===== config.mk =====
export PLATFORM = sky130hd
export DESIGN_NAME = fetch_sequencer
export DESIGN_NICKNAME = d
export VERILOG_FILES = /design/src/rtl/fetch_sequencer.sv
export SDC_FILE = /design/constraint.sdc
export NUM_CORES = 1
export LEC_CHECK = 0
export ABC_AREA = 1
export ABC_CLOCK_PERIOD_IN_PS = 2200
export CORE_UTILIZATION = 38
export DETAILED_ROUTE_END_ITERATION = 16
export PLACE_DENSITY_LB_ADDON = 0.1
export SYNTH_ARGS = -nofsm -noshare
export SYNTH_HDL_FRONTEND = slang
export SYNTH_SLANG_ARGS = --single-unit
export TNS_END_PERCENT = 5

===== constraint.sdc =====
create_clock -name clock -period 2.2 [get_ports clock]
set_clock_uncertainty 0.2 [all_clocks]
set_input_delay 0.55 -clock clock [delete_from_list [all_inputs] [get_ports clock]]
set_output_delay 0.55 -clock clock [all_outputs]
set_load 0.005 [all_outputs]

===== src/rtl/fetch_sequencer.sv =====
// rtl/fetch_sequencer.sv - PC/instruction-memory fetch sequencer for the Hack-style CPU
module fetch_sequencer #(
    parameter int WIDTH   = 16,
    parameter int MEM_LAT = 2
) (
    input  logic             clock,
    input  logic             reset,
    input  logic             start,
    input  logic             halt_req,
    input  logic             exec_done,
    input  logic             jump,
    input  logic [WIDTH-1:0] jump_addr,
    input  logic [WIDTH-1:0] pc,
    input  logic [WIDTH-1:0] mem_data,
    output logic [WIDTH-1:0] pc_in,
    output logic             pc_load,
    output logic             pc_inc,
    output logic             pc_reset,
    output logic [WIDTH-1:0] mem_addr,
    output logic             mem_rd,
    output logic [WIDTH-1:0] instr,
    output logic             instr_valid,
    output logic             busy,
    output logic             halted,
    output logic [WIDTH-1:0] icount
);

    typedef enum logic [2:0] {
        S_IDLE  = 3'd0,
        S_FETCH = 3'd1,
        S_WAIT  = 3'd2,
        S_EXEC  = 3'd3,
        S_HALT  = 3'd4
    } state_t;

    // Memory latency is at most 4, so a 3-bit down-counter is enough.
    localparam logic [2:0] LAT_INIT = 3'(MEM_LAT);

    state_t     state, state_nx;
    logic [2:0] wait_cnt, wait_cnt_nx;
    logic       halt_pend, halt_pend_nx;
    logic       load_instr;
    logic       retire;

    // Next-state decode plus Moore outputs; PC load/inc react to exec_done in the same cycle.
    always_comb begin
        state_nx     = state;
        wait_cnt_nx  = wait_cnt;
        halt_pend_nx = halt_pend;
        load_instr   = 1'b0;
        retire       = 1'b0;
        pc_in        = '0;
        pc_load      = 1'b0;
        pc_inc       = 1'b0;
        pc_reset     = 1'b0;
        mem_addr     = '0;
        mem_rd       = 1'b0;
        instr_valid  = 1'b0;
        busy         = 1'b0;
        halted       = 1'b0;
        case (state)
            S_IDLE: begin
                pc_reset = 1'b1;
                if (start) begin
                    state_nx = S_FETCH;
                end
            end
            S_FETCH: begin
                busy        = 1'b1;
                mem_rd      = 1'b1;
                mem_addr    = pc;
                wait_cnt_nx = LAT_INIT;
                state_nx    = S_WAIT;
                if (halt_req) begin
                    halt_pend_nx = 1'b1;
                end
            end
            S_WAIT: begin
                busy        = 1'b1;
                mem_addr    = pc;
                wait_cnt_nx = wait_cnt - 3'd1;
                if (halt_req) begin
                    halt_pend_nx = 1'b1;
                end
                if (wait_cnt == 3'd1) begin
                    load_instr = 1'b1;
                    state_nx   = S_EXEC;
                end
            end
            S_EXEC: begin
                busy        = 1'b1;
                instr_valid = 1'b1;
                mem_addr    = pc;
                if (exec_done) begin
                    retire = 1'b1;
                    if (jump) begin
                        pc_load = 1'b1;
                        pc_in   = jump_addr;
                    end else begin
                        pc_inc = 1'b1;
                    end
                    // A halt request is only honoured once the instruction retires.
                    state_nx     = (halt_req || halt_pend) ? S_HALT : S_FETCH;
                    halt_pend_nx = 1'b0;
                end else if (halt_req) begin
                    halt_pend_nx = 1'b1;
                end
            end
            S_HALT: begin
                halted   = 1'b1;
                mem_addr = pc;
                if (start) begin
                    state_nx = S_FETCH;
                end
            end
            default: begin
                state_nx = S_IDLE;
            end
        endcase
    end

    // State, wait counter, latched instruction and retirement counter.
    always_ff @(posedge clock or negedge reset) begin
        if (!reset) begin
            state     <= S_IDLE;
            wait_cnt  <= 3'd0;
            halt_pend <= 1'b0;
            instr     <= '0;
            icount    <= '0;
        end else begin
            state     <= state_nx;
            wait_cnt  <= wait_cnt_nx;
            halt_pend <= halt_pend_nx;
            if (load_instr) begin
                instr <= mem_data;
            end
            if (retire) begin
                icount <= icount + WIDTH'(1);
            end
        end
    end

endmodule

==> impl_metrics.sql <==
INSERT INTO impl_metrics (metric_group, metric, value, unit) VALUES
('die', 'fp.coreArea', '0.00551', 'mm2'),
('setup_path', 'cp-start-kind', 'flip-flop', ''),
('grt', 'first_global_vias', '2241', ''),
('timing', 'timing.setup.tns', '-1.08', 'ns'),
('setup_path', 'worst_ep_arrival_time', '1.58', 'ns'),
('setup_path', 'critical_path_required', '1.45', 'ns'),
('clocking', 'clk_root_buffer_cell', 'clkbuf_8', ''),
('grt', 'grt_pass1_wl', '10400', 'um'),
('grt', 'grt_max_degree', '23', ''),
('routing', 'detail_route.iter0.violations', '115', ''),
('clocking', 'path_clk_slew', '0.09', 'ns'),
('grt', 'grtUsageTotal', '22.0', '%'),
('routing', 'wire_per_inst', '12.2', 'um'),
('synthesis', 'syn-num-nets', '351', ''),
('routing', 'final_antenna_net_count', '0', ''),
('routing', 'avg_vias_per_cell', '4.55', ''),
('routing', 'routed_wl', '6330', 'um'),
('setup_path', 'setup.reg_to_reg.worst_slack', '0.34', 'ns'),
('synthesis', 'ys_seq_area_share', '44.9', '%'),
('timing', 'maxClockFrequency', '430', 'MHz'),
('power_and_ir_drop', 'irDropWorstVdd', '0.632', 'mV'),
('clocking', 'cts_buffer_depth', '2', ''),
('timing', 'layout_min_cycle_time', '2.33', 'ns'),
('routing', 'route.detailed.drc', '0', ''),
('job', 'maxCapViolCount', '0', ''),
('synthesis', 'post_synthesis_cell_area', '0.00218', 'mm2'),
('outcome', 'failed_checks', 'negative hold slack, negative setup slack', ''),
('final_layout', 'n_fill_cell', '472', ''),
('synthesis', 'synth_enable_flop_cells', '0', ''),
('setup_path', 'worstReg2RegEnd', 'instr[9]$_DFFE_PN0P_', ''),
('final_layout', 'design.final.nets', '502', ''),
('place', 'place_hpwl', '4700', 'um'),
('die', 'die-height', '77.7', 'um'),
('final_layout', 'n_antenna_cell', '0', ''),
('synthesis', 'postSynth.asyncResetShare', '100', '%'),
('power_and_ir_drop', 'power.density_cell_area', '1020', 'mW/mm2'),
('synthesis', 'syn-instance-count', '294', ''),
('synthesis', 'yosysUniqueCellTypes', '30', ''),
('timing', 'setup_viol', '17', ''),
('clocking', 'tritoncts', 'done', ''),
('timing', 'worst_slew_margin_rel', '69.3', '%'),
('place', 'place_congestion', '0.810', ''),
('timing', 'layout_setup_ws', '-0.126', 'ns'),
('setup_path', 'launch_instance_of_the_worst_register_to_register_path', 'wait_cnt[1]$_DFFE_PN0P_', ''),
('synthesis', 'synth.yosys.warnings', '0', ''),
('outcome', 'outcome', 'finished, violations left', ''),
('die', 'io_pins', '125', ''),
('clocking', 'tritoncts.num_buffers', '5', ''),
('timing', 'hold_ws', '-0.00506', 'ns'),
('die', 'num_rows', '27', ''),
('power_and_ir_drop', 'static-leakage-power', '0.00197', 'uW'),
('die', 'initial_utilization', '39.5', '%'),
('clocking', 'clkSinkCount', '39', ''),
('timing', 'maxSlewViolCount', '0', ''),
('synthesis', 'yosys_most_used_dff', 'dfrtp_1', ''),
('final_layout', 'areaGrowthSynthToFinish', '74.1', '%'),
('setup_path', 'timing.critical_path.fanout_max', '4', ''),
('grt', 'aggregate_global_routing_overflow', '0', ''),
('setup_path', 'critical_path.startpoint', 'state[2]$_DFFE_PN0P_', ''),
('grt', 'antenna_found_initial', '0', ''),
('clocking', 'cts_max_level', '2', ''),
('clocking', 'hold_buffer_count_at_cts', '0', ''),
('routing', 'first_pass_iters', '4', ''),
('synthesis', 'ys_seq_elements', '39', ''),
('setup_path', 'endpoint_kind', 'output port', ''),
('hold_path', 'holdCritPathClass', 'in -> async', ''),
('final_layout', 'drive_gt1_share', '22.9', '%'),
('place', 'place.port_buffers', '124', ''),
('timing', 'timing.final.hold_violations', '1', ''),
('setup_path', 'reg2regPathDepth', '7', ''),
('synthesis', 'syn_avg_cell_area', '7.40', 'um2'),
('routing', 'dr_total_vias', '2357', ''),
('timing', 'finalCritPeriodShare', '106', '%'),
('place', 'placed_cells_incl_taps', '499', ''),
('timing', 'unrepaired_setup_endpoints_after_global_routing', 'true', ''),
('timing', 'worst-slew-pin-transition', '0.461', 'ns'),
('setup_path', 'crit_type', 'reg -> out', ''),
('die', 'die_w', '77.7', 'um'),
('clocking', 'clk_latency', '0.29', 'ns'),
('die', 'die_area', '0.00603', 'mm2'),
('final_layout', 'post_layout_nonfiller_instances', '518', '');
==> per-layer routing <==
metal / vias to the layer above / track usage [%] / wire length (um)
met5: - / 0 / 0
met2: 58 / 38.6 / 3280
met3: 11 / 4.71 / 318
met4: 0 / 7.17 / 86
li1: 1192 / - / -
met1: 1096 / 26.7 / 2640
==> stage by stage <==
step / instance area [um2] / util (%) / setup slack [ns] / total power (uW)
after global placement: 3580 / 65.0 / -0.545 / 3100
after floorplan: 2180 / - / 0.292 / 2020
after detailed placement: 3580 / 65.0 / -0.571 / 3150
after global routing: 3790 / 68.8 / -0.196 / 4150
final: 3790 / 68.8 / -0.126 / 3850
after CTS: 3770 / 68.4 / -0.183 / 3850
==> worst max-delay path: stages (launching register included) <==
cell and delay, ns:
dfrtp_1 0.43, inv_2 0.10, nand3_4 0.11, nor2_8 0.15
buf_12 0.13, nand2_4 0.07, nor2_4 0.09, clkdlybuf4s15_2 0.21
==> synthesized netlist by cell type (3+ instances only) <==
cell type,number,share of area (%)
dfrtp_1,39,45
nand3_1,23,5.3
inv_1,54,9.3
o21ai_0,4,0.92
xor2_1,6,2.4
nand4_1,3,0.86
nor2_1,49,8.5
nand3b_1,4,1.4
nand2_1,78,13
nor3_1,4,0.92
ha_1,3,1.7
==> kinds of logic after synthesis <==
kind of cell | count (synthesis) | synth area share [%]
flops | 39 | 44.9
xor+xnor | 8 | 3.22
compound gates | 12 | 3.74
fa+ha+maj | 3 | 1.73
simple gates | 170 | 34.7
buf+inv | 62 | 11.8
==> area by class of cell <==
type	instances	area [um2]	area share (%)
tap	72	90.1	2.38
timing repair buffer	148	1330	35.0
clock inverter	3	43.8	1.16
clock buffer	5	68.8	1.82
multi-input combinational	195	1070	28.3
inverter	56	210	5.55
sequential	39	976	25.8
==> layout by cell type, fill, tap and decap left out, types with 2 or more instances in the layout <==
| cell type | count |
|---|---|
| clkbuf_2 | 3 |
| a21oi_1 | 2 |
| o21ai_0 | 4 |
| nand3_1 | 23 |
| clkdlybuf4s15_1 | 3 |
| clkdlybuf4s50_1 | 83 |
| xnor2_1 | 2 |
| nor2_4 | 10 |
| nand2_2 | 2 |
| buf_6 | 4 |
| inv_1 | 52 |
| buf_12 | 3 |
| nand2_4 | 3 |
| clkbuf_8 | 5 |
| nor2_1 | 30 |
| clkdlybuf4s15_2 | 4 |
| ha_1 | 3 |
| nor2_2 | 13 |
| xor2_1 | 6 |
| buf_2 | 26 |
| nand4_1 | 3 |
| dlygate4sd2_1 | 4 |
| buf_4 | 18 |
| nand3b_1 | 4 |
| nor3_1 | 4 |
| nand2_1 | 77 |
| inv_2 | 4 |
| dfrtp_1 | 39 |
==> worst max-delay path by stage <==
stage	to	slack [ns]	depth (start not counted)
2_1_floorplan	pc_in[10]	0.29	6
3_3_place_gp	pc_in[15]	-0.55	6
3_5_place_dp	pc_in[6]	-0.57	6
4_1_cts	busy	-0.18	3
5_1_grt	pc_in[11]	-0.20	7
6_report	pc_in[11]	-0.13	7
==> where the power goes <==
group	internal, uW	switching, uW	total [uW]
clock network	338	265	603
registers	986	202	1190
logic	1100	952	2050
total	2430	1420	3850
==> registers in the layout, indices dropped and copies added (netlist names) <==
register	cells
state	3
instr	16
icount	16
wait_cnt	3
halt_pend	1
==> timing repair <==
item                       in CTS  in global routing
gates cloned                    2                  0
resized for setup             137                 31
setup endpoints to repair      55                 52
pin swaps                       5                  8
buffers inserted                8                  1
No activity file was read; power rests on OpenSTA's default activity.
